==> src/rtl/lcd_value_writer.sv <==
// Prints a 16-bit value as five ASCII digits on the LCD via the I2C byte master.
// Define LCD_ZERO_BLANK_EN to send leading zero digits as spaces.
module lcd_value_writer #(
    parameter logic [7:0] LCD_ADDR  = 8'h7c,
    parameter logic [6:0] DDRAM_POS = 7'h00,
    parameter logic [7:0] END_WAIT  = 8'd16
) (
    input  logic        ioclk,
    input  logic        res,
    input  logic [15:0] value,
    input  logic        value_valid,
    output logic        ready,
    output logic        write,
    output logic        send,
    output logic        start,
    output logic        endcomm,
    output logic [7:0]  tx_byte,
    input  logic        done
);

    typedef enum logic [2:0] {
        IDLE, CONVERT, START, WAIT_DONE,
        LOAD, SEND, STOP, STOP_WAIT
    } state_t;

    state_t      state, state_d;
    logic [15:0] shreg, shreg_d;
    logic [19:0] bcd, bcd_d, bcd_adj;
    logic [3:0]  bit_cnt, bit_cnt_d;
    logic [3:0]  idx, idx_d;
    logic [1:0]  guard, guard_d;
    logic [7:0]  wait_cnt, wait_cnt_d;
    logic        ready_d, write_d, send_d;
    logic        start_d, endcomm_d;
    logic [7:0]  byte_d, table_byte;
    logic [4:1]  blank;

    // double-dabble correction applied before each shift
    always_comb begin
        bcd_adj = bcd;
        for (int i = 0; i < 5; i++) begin
            if (bcd[4*i +: 4] >= 4'd5)
                bcd_adj[4*i +: 4] = bcd[4*i +: 4] + 4'd3;
        end
    end

`ifdef LCD_ZERO_BLANK_EN
    always_comb begin
        blank    = '0;
        blank[4] = (bcd[19:16] == 4'd0);
        blank[3] = blank[4] && (bcd[15:12] == 4'd0);
        blank[2] = blank[3] && (bcd[11:8] == 4'd0);
        blank[1] = blank[2] && (bcd[7:4] == 4'd0);
    end
`else
    assign blank = '0;
`endif

    always_comb begin
        table_byte = 8'h00;
        unique case (idx)
            4'd0: table_byte = LCD_ADDR;
            4'd1: table_byte = 8'h80;
            4'd2: table_byte = {1'b1, DDRAM_POS};
            4'd3: table_byte = 8'h40;
            4'd4: table_byte = blank[4] ? 8'h20 : {4'h3, bcd[19:16]};
            4'd5: table_byte = blank[3] ? 8'h20 : {4'h3, bcd[15:12]};
            4'd6: table_byte = blank[2] ? 8'h20 : {4'h3, bcd[11:8]};
            4'd7: table_byte = blank[1] ? 8'h20 : {4'h3, bcd[7:4]};
            4'd8: table_byte = {4'h3, bcd[3:0]};
            default: table_byte = 8'h00;
        endcase
    end

    always_comb begin
        state_d    = state;
        shreg_d    = shreg;
        bcd_d      = bcd;
        bit_cnt_d  = bit_cnt;
        idx_d      = idx;
        guard_d    = guard;
        wait_cnt_d = wait_cnt;
        byte_d     = tx_byte;
        ready_d    = 1'b0;
        write_d    = 1'b0;
        send_d     = 1'b0;
        start_d    = 1'b0;
        endcomm_d  = 1'b0;
        unique case (state)
            IDLE: begin
                if (value_valid && ready) begin
                    shreg_d   = value;
                    bcd_d     = '0;
                    bit_cnt_d = 4'd0;
                    idx_d     = 4'd0;
                    state_d   = CONVERT;
                end else begin
                    ready_d = 1'b1;
                end
            end
            CONVERT: begin
                bcd_d     = {bcd_adj[18:0], shreg[15]};
                shreg_d   = {shreg[14:0], 1'b0};
                bit_cnt_d = bit_cnt + 4'd1;
                if (bit_cnt == 4'd15)
                    state_d = START;
            end
            START: begin
                start_d = 1'b1;
                guard_d = 2'd0;
                state_d = WAIT_DONE;
            end
            // the master's done is stale for two cycles after a pulse
            WAIT_DONE: begin
                if (guard != 2'd2)
                    guard_d = guard + 2'd1;
                else if (done)
                    state_d = (idx == 4'd9) ? STOP : LOAD;
            end
            LOAD: begin
                byte_d  = table_byte;
                write_d = 1'b1;
                state_d = SEND;
            end
            SEND: begin
                send_d  = 1'b1;
                idx_d   = idx + 4'd1;
                guard_d = 2'd0;
                state_d = WAIT_DONE;
            end
            STOP: begin
                endcomm_d  = 1'b1;
                wait_cnt_d = 8'd0;
                state_d    = STOP_WAIT;
            end
            STOP_WAIT: begin
                wait_cnt_d = wait_cnt + 8'd1;
                if (wait_cnt == END_WAIT - 8'd1) begin
                    state_d = IDLE;
                    ready_d = 1'b1;
                end
            end
            default: state_d = IDLE;
        endcase
    end

    always_ff @(posedge ioclk) begin
        if (!res) begin
            state    <= IDLE;
            shreg    <= '0;
            bcd      <= '0;
            bit_cnt  <= '0;
            idx      <= '0;
            guard    <= '0;
            wait_cnt <= '0;
            tx_byte  <= 8'h00;
            ready    <= 1'b0;
            write    <= 1'b0;
            send     <= 1'b0;
            start    <= 1'b0;
            endcomm  <= 1'b0;
        end else begin
            state    <= state_d;
            shreg    <= shreg_d;
            bcd      <= bcd_d;
            bit_cnt  <= bit_cnt_d;
            idx      <= idx_d;
            guard    <= guard_d;
            wait_cnt <= wait_cnt_d;
            tx_byte  <= byte_d;
            ready    <= ready_d;
            write    <= write_d;
            send     <= send_d;
            start    <= start_d;
            endcomm  <= endcomm_d;
        end
    end

endmodule

==> config.mk <==
export PLATFORM = sky130hd
export DESIGN_NAME = lcd_value_writer
export DESIGN_NICKNAME = d
export VERILOG_FILES = /design/src/rtl/lcd_value_writer.sv
export SDC_FILE = /design/constraint.sdc
export NUM_CORES = 1
export LEC_CHECK = 0
export ABC_AREA = 1
export BUFFER_PORTS_ARGS = -buffer_cell sky130_fd_sc_hd__buf_2
export CAP_MARGIN = 20
export CORE_ASPECT_RATIO = 1.4
export CORE_MARGIN = 2
export CORE_UTILIZATION = 60
export DETAILED_ROUTE_END_ITERATION = 8
export GPL_ROUTABILITY_DRIVEN = 0
export PLACE_DENSITY = 0.8
export SLEW_MARGIN = 15
export SYNTH_ARGS = -nofsm -noshare
export SYNTH_HDL_FRONTEND = slang
export SYNTH_SLANG_ARGS = --single-unit
==> constraint.sdc <==
create_clock -name ioclk -period 2.02 [get_ports ioclk]
set_input_delay 0.101 -clock ioclk [delete_from_list [all_inputs] [get_ports ioclk]]
set_output_delay 0.101 -clock ioclk [all_outputs]
set_load 0.01 [all_outputs]
==> run_results.csv, run 1 <==
group,metric,value,unit
sta,slew_viol_final,0,
worst_setup_path,worst-setup-path-type,"flip-flop to flip-flop",
global_routing,grt_first_pass_wirelength,13.6,mm
finish,nFillCells,510,
pwr,switching_power,1320,uW
clocking,numCtsBuffers,9,
synthesis,synth-adder-area-share,6.02,%
finish,syn_to_final_growth,13.2,%
sta,transition_time_of_the_tightest_slew_check_pin,0.456,ns
synthesis,synthXorXnorAreaFrac,0.991,%
pwr,share_comb_of_total_power,24.1,%
clocking,cts_tree,"done",
sta,whs,0.000958,ns
drt,remaining_drc_errors,0,
sta,max_freq,605,MHz
synthesis,simple_gate_share_of_the_synthesized_area,28.6,%
place,place.port_buffers,32,
sta,fin_crit,1.65,ns
pwr,leakage,0.00168,uW
synthesis,synth_cells,513,
finish,register_area,1380,sq um
global_routing,grt_antenna_before_repair,0,
finish,multi_input_area,1840,sq um
finish,proportion_of_layout_cells_with_a_drive_suffix_above_1,11.8,%
sta,final.setup.worst_slack,0.366,ns
finish,final_net_count,583,
pwr,internal-power,2750,uW
pwr,sw_frac_of_total,32.3,%
clocking,clk_latency,0.36,ns
worst_setup_path,timing.critical_path.from_type,"flip-flop",
synthesis,synth-compound-area-share,16.6,%
sta,timing.max_slew.rel_slack,69.6,%
drt,detail_route.iter0.violations,226,
worst_hold_path,hold_depth,3,
synthesis,synth.distinct_cells,29,
worst_hold_path,timing.hold.worst.start,"value[0]",
worst_setup_path,startpoint,"idx[0]$_SDFFE_PN0P_",
clocking,cts_max_level,3,
pwr,sequential_share_of_power,39.4,%
place,place.detailed.instances,604,
worst_setup_path,r2r_path_start,"idx[0]$_SDFFE_PN0P_",
pwr,worst_ir_drop_vdd,788,uV
synthesis,share_of_cell_area_taken_by_muxes_after_synthesis,0,%
synthesis,synth_top_family_by_area,"simple AND/OR/NAND/NOR gates",
finish,layout_cells_excl_fill,621,
drt,wl,8.21,mm
synthesis,synth_top_flop_cell,"sky130_fd_sc_hd__dfxtp_1",
synthesis,average_cell_area_after_synthesis,6.89,sq um
sta,final.period_utilization,81.9,%
synthesis,syn-num-nets,550,
pwr,ratio_of_total_power_to_cell_area,1020,nW/um^2
place,hpwl,5.72,mm
global_routing,globalRouteTotalUtil,27.9,%
worst_setup_path,timing.critical_path.required,2.25,ns
global_routing,grt_max_degree,28,
worst_setup_path,critical_path.endpoint_type,"flip-flop",
sta,final.setup_skew,0.00809,ns
worst_setup_path,timing.critical_path.arrival,1.88,ns
synthesis,synth_area,3530,sq um
drt,drt_first_pass_iters,5,
drt,route.vias.total,3475,
die,core_area,5780,sq um
clocking,clk_path_buf_depth,2,
finish,num_antenna_cells,0,
die,initial_core_util,61.1,%
die,top_level_ports,33,
worst_hold_path,timing.hold.worst.class,"input port to flip-flop",
clocking,cts.repair_timing.setup_buffer_count,0,
synthesis,ys_ff_latch,69,
sta,hold_viol,0,
die,total_die_area,6530,sq um
synthesis,synth_edf_count,0,
clocking,cts.clk_slew.worst_paths,0.08,ns
clocking,cts_root_buf,"sky130_fd_sc_hd__clkbuf_8",
die,die_h,94.8,um
die,placement_rows,33,
sta,finalSetupViolations,0,
sta,rsz_0062_raised_after_global_routing,"false",
global_routing,grt_overflow_total,0,
drt,via_per_inst,5.60,
pwr,clkPwrFrac,36.5,%
run_status,run_status,"completed",
synthesis,share_of_flip_flops_with_an_asynchronous_set_or_reset_after_synthesis,0,%
die,die_x,68.9,um
synthesis,yosysWarnings,0,
clocking,clkSinkCount,69,
worst_setup_path,number_of_cell_instances_on_the_worst_register_to_register_path,8,
global_routing,grt_pass1_vias,3247,
worst_setup_path,critPathMaxFanout,7,
flow_run,max-cap-violations,0,
drt,route.antenna.remaining_nets,0,
sta,setup_tns_after_final_layout,0,ns
place,pre_cts_slack,0.468,ns
synthesis,synth.yosys.seq_area_share,39.1,%
finish,utilization,69.2,%
drt,detail_route.wl_per_cell,13.2,um
## per-stage QoR
| step | cell area, sq um | total power (uW) |
|---|---|---|
| floorplan | 3530 | 2440 |
| global placement | 3730 | 2580 |
| detailed placement | 3730 | 2620 |
| CTS | 4000 | 4080 |
| global route | 4000 | 4280 |
| finish | 4000 | 4070 |
## cell usage in the layout, fill, tap and decap left out, drive strengths merged, types with 2 or more instances in the layout
master    n
a211oi    2
a21oi    43
a31oi     9
buf      38
bufinv    4
clkbuf    9
clkinv    3
dfxtp    69
ha       17
inv      55
nand2   125
nand3    37
nand4     4
nor2     72
nor3      4
o211ai    3
o21ai    37
o221ai    8
o31ai     2
xor2      4
## cells in the mapped netlist (7+ instances only)
master | instances | area share, %
sky130_fd_sc_hd__o221ai_1 | 8 | 2.0
sky130_fd_sc_hd__dfxtp_1 | 69 | 39
sky130_fd_sc_hd__nor2_1 | 68 | 7.2
sky130_fd_sc_hd__inv_1 | 51 | 5.4
sky130_fd_sc_hd__nand2_1 | 123 | 13
sky130_fd_sc_hd__a31oi_1 | 9 | 1.6
sky130_fd_sc_hd__a21oi_1 | 43 | 6.1
sky130_fd_sc_hd__clkbuf_1 | 7 | 0.74
sky130_fd_sc_hd__ha_1 | 17 | 6.0
sky130_fd_sc_hd__o21ai_0 | 37 | 5.2
sky130_fd_sc_hd__nand3_1 | 37 | 5.2
## cell type report
cell class | count | area share (%)
tap | 70 | 2.19
clock inverter | 7 | 3.44
clock buffer | 9 | 3.10
sequential | 69 | 34.5
inverter | 56 | 5.25
multi-input combinational | 371 | 46.1
timing repair buffer | 39 | 5.38
## per-layer routing
metal	part of all wire, %	routed length (um)	GRT usage (%)	vias up
met5	0	0	0	-
met3	4.6	376	6.79	33
li1	-	-	-	1748
met2	51	4170	49.4	99
met1	41	3330	29.0	1595
met4	4.0	331	15.4	0
## cell families after synthesis
logic type	after synthesis
and+or+nand+nor	245
buffers and inverters	73
AOI/OAI and AO/OA	105
xor gates and xnor gates	4
DFF	69
adders and majority gates	17
## state kept, by name (all words and copies together) (netlist names)
register / cells
bcd: 20
bit_cnt: 4
endcomm: 1
guard: 2
idx: 4
ready: 1
send: 1
shreg: 16
start: 1
state: 3
tx_byte: 7
wait_cnt: 8
write: 1
## power groups by stage
stage                     Sequential (uW)  Clock [uW]  Combinational (uW)
after floorplan                      1620           0                 820
after global placement               1630           0                 951
after detailed placement             1630           0                 982
after CTS                            1600        1490                 988
after global routing                 1620        1540                1120
final                                1600        1490                 980
## final timing paths
kind         slack, ns                       to
max               0.37  tx_byte[3]$_SDFFE_PN0P_
min              0.001    shreg[0]$_SDFFE_PN0P_
max reg2reg       0.37  tx_byte[3]$_SDFFE_PN0P_
min reg2reg       0.46      bcd[0]$_SDFFE_PN0P_
## what timing repair did
item	CTS	global route
hold endpoints to repair	1	0
resized for setup	0	0
hold buffers	1	0
## worst max-delay path, stage by stage (launching register included)
cell                      delay (ns)
sky130_fd_sc_hd__dfxtp_1        0.42
sky130_fd_sc_hd__inv_1          0.11
sky130_fd_sc_hd__ha_1           0.28
sky130_fd_sc_hd__inv_1          0.12
sky130_fd_sc_hd__nor2_1         0.06
sky130_fd_sc_hd__o21ai_0        0.10
sky130_fd_sc_hd__nand2_1        0.08
sky130_fd_sc_hd__o21ai_0        0.25
sky130_fd_sc_hd__a21oi_1        0.10
Note: power is estimated with default switching activity, not from simulation.
==> run 2, diff against run 1 <==
--- a/config.mk
+++ b/config.mk
@@ -10,10 +10,10 @@
 export CAP_MARGIN = 20
 export CORE_ASPECT_RATIO = 1.4
 export CORE_MARGIN = 2
-export CORE_UTILIZATION = 60
+export CORE_UTILIZATION = 53
 export DETAILED_ROUTE_END_ITERATION = 8
 export GPL_ROUTABILITY_DRIVEN = 0
-export PLACE_DENSITY = 0.8
+export PLACE_DENSITY = 0.75
 export SLEW_MARGIN = 15
 export SYNTH_ARGS = -nofsm -noshare
 export SYNTH_HDL_FRONTEND = slang
==> constraint.sdc (replaced) <==
create_clock -name ioclk -period 1.37 [get_ports ioclk]
set_input_delay 0.0685 -clock ioclk [delete_from_list [all_inputs] [get_ports ioclk]]
set_output_delay 0.0685 -clock ioclk [all_outputs]
set_load 0.01 [all_outputs]
==> run 2 against run 1 <==
  * Global-route usage decreased by 3.3 points
  * Clock power increased by 17%
  * Die area increased by 13%
  * Wire length increased by 8.0%
  * Sequential power increased by 48%
  * Sequential cell count unchanged
  * Cell area increased by 14%
  * Setup slack got worse by 0.32 ns
  * Maximum frequency increased by 25%
  * Via count increased by 5.1%
  * Sequential share of layout area decreased by 3.8 points
  * Clock skew decreased by 0.0021 ns
  * Highest routed layer unchanged
==> run_results.csv, run 2 (synthesis gave the netlist of run 1 again) <==
group,metric,value,unit
run_status,run_status,"completed",
clocking,cts_max_level,3,
drt,route.vias.total,3651,
global_routing,grt_max_degree,28,
drt,route.antenna.remaining_nets,0,
sta,fin_crit,1.32,ns
worst_hold_path,timing.hold.worst.class,"input port to flip-flop",
finish,num_antenna_cells,0,
worst_setup_path,critPathSlowestCell,"sky130_fd_sc_hd__dfxtp_1",
pwr,worst_ir_drop_vdd,1050,uV
sta,timing.max_slew.rel_slack,76.9,%
finish,register_with_the_most_flip_flops,"bcd",
pwr,ratio_of_total_power_to_cell_area,1320,nW/um^2
die,die_h,101,um
sta,final.setup.worst_slack,0.0476,ns
global_routing,grt_antenna_before_repair,0,
die,total_die_area,7350,sq um
place,place.detailed.instances,639,
finish,most-common-layout-cells,"sky130_fd_sc_hd__nand2_1 (119), sky130_fd_sc_hd__dfxtp_1 (59), sky130_fd_sc_hd__nor2_1 (51), sky130_fd_sc_hd__inv_1 (43), sky130_fd_sc_hd__a21oi_1 (42)",
worst_setup_path,r2r_path_start,"idx[2]$_SDFFE_PN0P_",
worst_setup_path,regToRegSetupSlack,0.05,ns
place,hpwl,6.07,mm
clocking,numCtsBuffers,9,
finish,largest_reg_flops,20,
global_routing,grt_overflow_total,0,
sta,max_freq,756,MHz
clocking,cts_tree,"done",
sta,rsz_0062_raised_after_global_routing,"true",
pwr,leakage,0.00188,uW
sta,slew_viol_final,0,
worst_setup_path,critPathMaxFanout,4,
flow_run,max-cap-violations,0,
finish,final_net_count,626,
die,die_x,73.0,um
die,placement_rows,35,
drt,drt_first_pass_iters,5,
place,pre_cts_slack,-0.0896,ns
sta,hold_viol,0,
drt,remaining_drc_errors,0,
worst_setup_path,startpoint,"idx[2]$_SDFFE_PN0P_",
die,core_area,6530,sq um
sta,final.period_utilization,96.5,%
finish,multi_input_area,2020,sq um
worst_setup_path,critPathMaxStageDelay,0.42,ns
clocking,clk_path_buf_depth,2,
finish,layout.cells.most_common,"sky130_fd_sc_hd__nand2_1",
sta,finalSetupViolations,0,
clocking,clk_latency,0.36,ns
worst_setup_path,crit_path_cell_trace,"inv_1 > buf_4 > o31ai_1 > nand3_1 > a21oi_1",
die,initial_core_util,54.2,%
finish,nFillCells,538,
drt,detail_route.wl_per_cell,13.3,um
sta,final.setup_skew,0.00598,ns
drt,via_per_inst,5.47,
worst_setup_path,timing.critical_path.arrival,1.62,ns
drt,wl,8.86,mm
finish,register_area,1400,sq um
die,top_level_ports,33,
drt,detail_route.iter0.violations,186,
finish,proportion_of_layout_cells_with_a_drive_suffix_above_1,25.6,%
finish,layout_cells_excl_fill,668,
clocking,clkSinkCount,69,
worst_setup_path,worst-setup-path-type,"flip-flop to flip-flop",
worst_setup_path,critical_path.endpoint_type,"flip-flop",
finish,syn_to_final_growth,28.8,%
sta,transition_time_of_the_tightest_slew_check_pin,0.346,ns
place,place.port_buffers,32,
global_routing,grt_first_pass_wirelength,14.1,mm
global_routing,globalRouteTotalUtil,24.6,%
global_routing,grt_pass1_vias,3274,
clocking,cts.clk_slew.worst_paths,0.08,ns
worst_setup_path,timing.critical_path.required,1.67,ns
worst_hold_path,timing.hold.worst.start,"value[10]",
finish,reg.largest.list,"bcd x20, shreg x16, wait_cnt x8",
clocking,cts_root_buf,"sky130_fd_sc_hd__clkbuf_8",
worst_setup_path,timing.critical_path.from_type,"flip-flop",
[run 2: per-layer routing]
metal | global-route usage (%) | vias to the layer above | routed length, um
met5 | 0 | - | 0
met1 | 26.8 | 1686 | 3660
li1 | - | 1836 | -
met2 | 43.3 | 97 | 4540
met3 | 6.30 | 32 | 322
met4 | 11.7 | 0 | 340
[run 2: power breakdown]
part           total [uW]  internal, uW  switching (uW)  leakage (uW)
logic                1900           770            1130       0.00122
registers            2370          2240             131      0.000565
clock network        1750           902             853     0.0000991
total                6030          3910            2110       0.00188
[run 2: path summary, 6_finish.rpt]
path	end	cells after the start
max	idx[3]$_SDFFE_PN0P_	5
min	shreg[10]$_SDFFE_PN0P_	3
max reg2reg	idx[3]$_SDFFE_PN0P_	5
min reg2reg	bit_cnt[0]$_SDFFE_PN0P_	1
[run 2: layout make-up]
type | count | area share [%]
multi-input combinational | 371 | 44.4
sequential | 69 | 30.7
timing repair buffer | 81 | 13.3
inverter | 56 | 4.81
clock buffer | 10 | 3.02
tap | 74 | 2.03
clock inverter | 6 | 1.57
timing repair inverter | 1 | 0.165
[run 2: critical path, delay by kind of cell (launching register included)]
kind            cells  cell delay (ns)
compound gates      2             0.41
buf+inv             2             0.31
flops               1             0.42
simple gates        1             0.12
[run 2: per-stage QoR]
stage	total power, uW	instance area, sq um	setup TNS, ns	hold slack (ns)	util (%)
final	6030	4550	0	0.00905	69.8
after global routing	6380	4550	-0.0927	0.0157	69.8
after CTS	5940	4340	0	0.00198	66.6
after detailed placement	4190	4020	-0.199	0.346	61.6
after global placement	4130	4020	-0.0986	0.341	61.6
after floorplan	3600	3530	0	0.229	-
[run 2: what timing repair did]
item / 4_1_cts / 5_1_grt
buffers inserted: 0 / 1
setup endpoints to repair: 4 / 46
endpoints found under the hold margin: 11 / 0
pin swaps: 0 / 6
gates cloned: 0 / 1
hold buffers: 11 / 0
resized for setup: 6 / 71
==> run 3, diff against run 2 <==
--- a/config.mk
+++ b/config.mk
@@ -5,7 +5,6 @@
 export SDC_FILE = /design/constraint.sdc
 export NUM_CORES = 1
 export LEC_CHECK = 0
-export ABC_AREA = 1
 export BUFFER_PORTS_ARGS = -buffer_cell sky130_fd_sc_hd__buf_2
 export CAP_MARGIN = 20
 export CORE_ASPECT_RATIO = 1.4
==> run 3 against run 2 <==
  * The flow now finishes with violations (setup timing)
  * Largest power group unchanged
  * Highest routed layer unchanged
  * Sequential power fell by 3%
  * Global-route usage up 1.8 points
  * Via count shrank 2.4%
  * Critical path type unchanged
  * Critical endpoint is now bcd[7]$_SDFFE_PN0P_
  * Utilization increased by 10 points
  * Cell count decreased by 13%
  * Maximum frequency decreased by 14%
  * Clock-buffer cell count rose by 2
  * Die area fell by 2.5%
==> run_results.csv, run 3 <==
group,metric,value,unit
run_status,run_status,"finished with violations",
worst_setup_path,critPathMaxFanout,7,
place,pre_cts_slack,-0.156,ns
synthesis,synth.yosys.seq_area_share,40.1,%
drt,remaining_drc_errors,0,
sta,whs,0.0145,ns
finish,num_antenna_cells,0,
finish,syn_to_final_growth,44.9,%
synthesis,synth_area,3440,sq um
pwr,switching_power,1870,uW
synthesis,synth_top_flop_cell,"sky130_fd_sc_hd__dfxtp_1",
sta,final.setup_skew,0.0135,ns
sta,transition_time_of_the_tightest_slew_check_pin,0.415,ns
synthesis,netlist.top_cell.by_area,"sky130_fd_sc_hd__dfxtp_1",
finish,final_net_count,539,
synthesis,share_of_flip_flops_with_an_asynchronous_set_or_reset_after_synthesis,0,%
place,hpwl,5.81,mm
clocking,clkSinkCount,69,
pwr,clkPwrFrac,26.2,%
place,place.detailed.instances,543,
sta,finalSetupViolations,52,
synthesis,yosysWarnings,0,
worst_setup_path,critPathSlowestCell,"sky130_fd_sc_hd__dfxtp_4",
clocking,clk_path_buf_depth,2,
clocking,cts_tree,"done",
finish,reg.largest.list,"bcd x20, shreg x16, wait_cnt x8",
synthesis,synth.most_common_cell,"sky130_fd_sc_hd__dfxtp_1",
synthesis,ys_ff_latch,69,
drt,detail_route.wl_per_cell,18.1,um
sta,slew_viol_final,0,
worst_setup_path,crit_path_cell_trace,"buf_6 > buf_6 > nor3b_4 > buf_6 > buf_8 > nand3_1 > a21oi_1",
sta,setup_tns_after_final_layout,-2.84,ns
worst_setup_path,timing.critical_path.from_type,"flip-flop",
finish,register_with_the_most_flip_flops,"bcd",
worst_setup_path,critPathMaxStageDelay,0.37,ns
drt,route.antenna.remaining_nets,0,
global_routing,grt_overflow_total,0,
sta,hold_viol,0,
worst_setup_path,critical_path.endpoint_type,"flip-flop",
clocking,cts_root_buf,"sky130_fd_sc_hd__clkbuf_8",
worst_setup_path,timing.critical_path.arrival,1.81,ns
die,total_die_area,7160,sq um
drt,detail_route.iter0.violations,229,
finish,most-common-layout-cells,"sky130_fd_sc_hd__buf_4 (58), sky130_fd_sc_hd__dfxtp_1 (55), sky130_fd_sc_hd__nor2_1 (34), sky130_fd_sc_hd__buf_2 (32), sky130_fd_sc_hd__nand2_1 (29)",
finish,layout_cells_excl_fill,578,
synthesis,area_share_of_the_largest_cell_type_after_synthesis,40.1,%
pwr,sw_frac_of_total,33.3,%
global_routing,globalRouteTotalUtil,26.4,%
pwr,share_comb_of_total_power,32.6,%
synthesis,synth.cells.most_frequent,"sky130_fd_sc_hd__dfxtp_1 (69), sky130_fd_sc_hd__nor2_1 (39), sky130_fd_sc_hd__a21oi_1 (38), sky130_fd_sc_hd__nand2_1 (30), sky130_fd_sc_hd__o21ai_0 (20)",
run_status,violated_checks,"setup timing",
global_routing,grt_first_pass_wirelength,15.0,mm
drt,route.vias.total,3564,
sta,timing.max_slew.rel_slack,72.3,%
worst_setup_path,worst-setup-path-type,"flip-flop to flip-flop",
die,top_level_ports,33,
sta,fin_crit,1.54,ns
synthesis,synth_edf_count,0,
die,core_area,6250,sq um
die,die_x,72.1,um
global_routing,grt_pass1_vias,3341,
drt,via_per_inst,6.17,
synthesis,syn-num-nets,441,
drt,wl,10.5,mm
finish,layout.cells.most_common,"sky130_fd_sc_hd__buf_4",
place,place.port_buffers,32,
die,die_h,99.3,um
clocking,clk_latency,0.35,ns
pwr,ratio_of_total_power_to_cell_area,1120,nW/um^2
pwr,leakage,0.00190,uW
drt,drt_first_pass_iters,4,
clocking,numCtsBuffers,9,
synthesis,synth.distinct_cells,55,
synthesis,synth.top_cells.by_area,"sky130_fd_sc_hd__dfxtp_1 (40%), sky130_fd_sc_hd__ha_1 (6.2%), sky130_fd_sc_hd__a21oi_1 (5.5%)",
sta,final.period_utilization,113,%
synthesis,average_cell_area_after_synthesis,8.52,sq um
die,initial_core_util,55.0,%
pwr,internal-power,3740,uW
die,placement_rows,34,
global_routing,grt_max_degree,30,
flow_run,max-cap-violations,0,
finish,proportion_of_layout_cells_with_a_drive_suffix_above_1,44.5,%
sta,final.setup.worst_slack,-0.172,ns
clocking,cts_max_level,3,
clocking,cts.clk_slew.worst_paths,0.07,ns
finish,largest_reg_flops,20,
pwr,sequential_share_of_power,41.2,%
worst_setup_path,crit_path_frequent_cell,"sky130_fd_sc_hd__buf_6",
synthesis,synth_cells,404,
worst_setup_path,timing.critical_path.required,1.64,ns
worst_hold_path,timing.hold.worst.class,"input port to flip-flop",
sta,rsz_0062_raised_after_global_routing,"true",
sta,max_freq,648,MHz
global_routing,grt_antenna_before_repair,0,
pwr,overall_power,5610,uW
pwr,worst_ir_drop_vdd,1270,uV
run 3: critical path, delay by kind of cell, from the launching register on:
kind | cells | cell delay (ns)
buf+inv | 4 | 0.53
simple gates | 2 | 0.39
flops | 1 | 0.37
compound gates | 1 | 0.18
run 3: power groups by stage:
stage / clock network (uW) / logic, uW / registers (uW)
final: 1470 / 1830 / 2310
after global routing: 1560 / 1940 / 2320
after CTS: 1480 / 1390 / 2290
after detailed placement: 0 / 1090 / 2320
after global placement: 0 / 1060 / 2310
after floorplan: 0 / 802 / 2290
run 3: area by class of cell:
type,count,area (sq um)
repair buffers,113,911
well taps,72,90.1
fillers,356,1270
clock inverters,3,22.5
clock buffers,12,145
multi-input cells,293,2340
flip-flops and latches,69,1410
inverters,16,65.1
run 3: worst paths after layout:
check / from / end / slack (ns) / cells after the start
max reg2reg: state[2]$_SDFFE_PN0P_ / bcd[7]$_SDFFE_PN0P_ / -0.17 / 7
min: value[1] / shreg[1]$_SDFFE_PN0P_ / 0.01 / 3
min reg2reg: wait_cnt[1]$_SDFFE_PN0P_ / wait_cnt[1]$_SDFFE_PN0P_ / 0.48 / 2
max: state[2]$_SDFFE_PN0P_ / bcd[7]$_SDFFE_PN0P_ / -0.17 / 7
run 3: cell families (layout without fill, tap and decap cells):
group	Yosys count	after routing	synth area share [%]
AOI/OAI and AO/OA	117	117	22.9
buffers and inverters	43	144	5.78
adders and majority gates	17	17	6.18
xor gates and xnor gates	9	9	2.29
muxes	8	8	2.40
and+or+nand+nor	141	142	20.3
DFF	69	69	40.1
run 3: what timing repair did:
action,4_1_cts,5_1_grt
pin swaps,31,34
cloned,3,3
endpoints found under the hold margin,2,0
gates resized for setup,54,85
endpoints found under the setup margin,50,57
buffers inserted,8,5
hold buffers,2,0
run 3: metal layers:
metal | up-vias | global-route usage [%] | wire [um]
met5 | - | 0 | 0
met4 | 0 | 11.3 | 248
met3 | 23 | 4.66 | 409
met2 | 91 | 48.8 | 5840
met1 | 1777 | 28.6 | 3960
li1 | 1673 | - | -
run 3: stage by stage:
stage                     util (%)  cell area [sq um]
after floorplan                  -               3530
after global placement        65.1               4070
after global routing          79.8               4990
after CTS                     73.1               4570
after detailed placement      65.1               4070
final                         79.8               4990
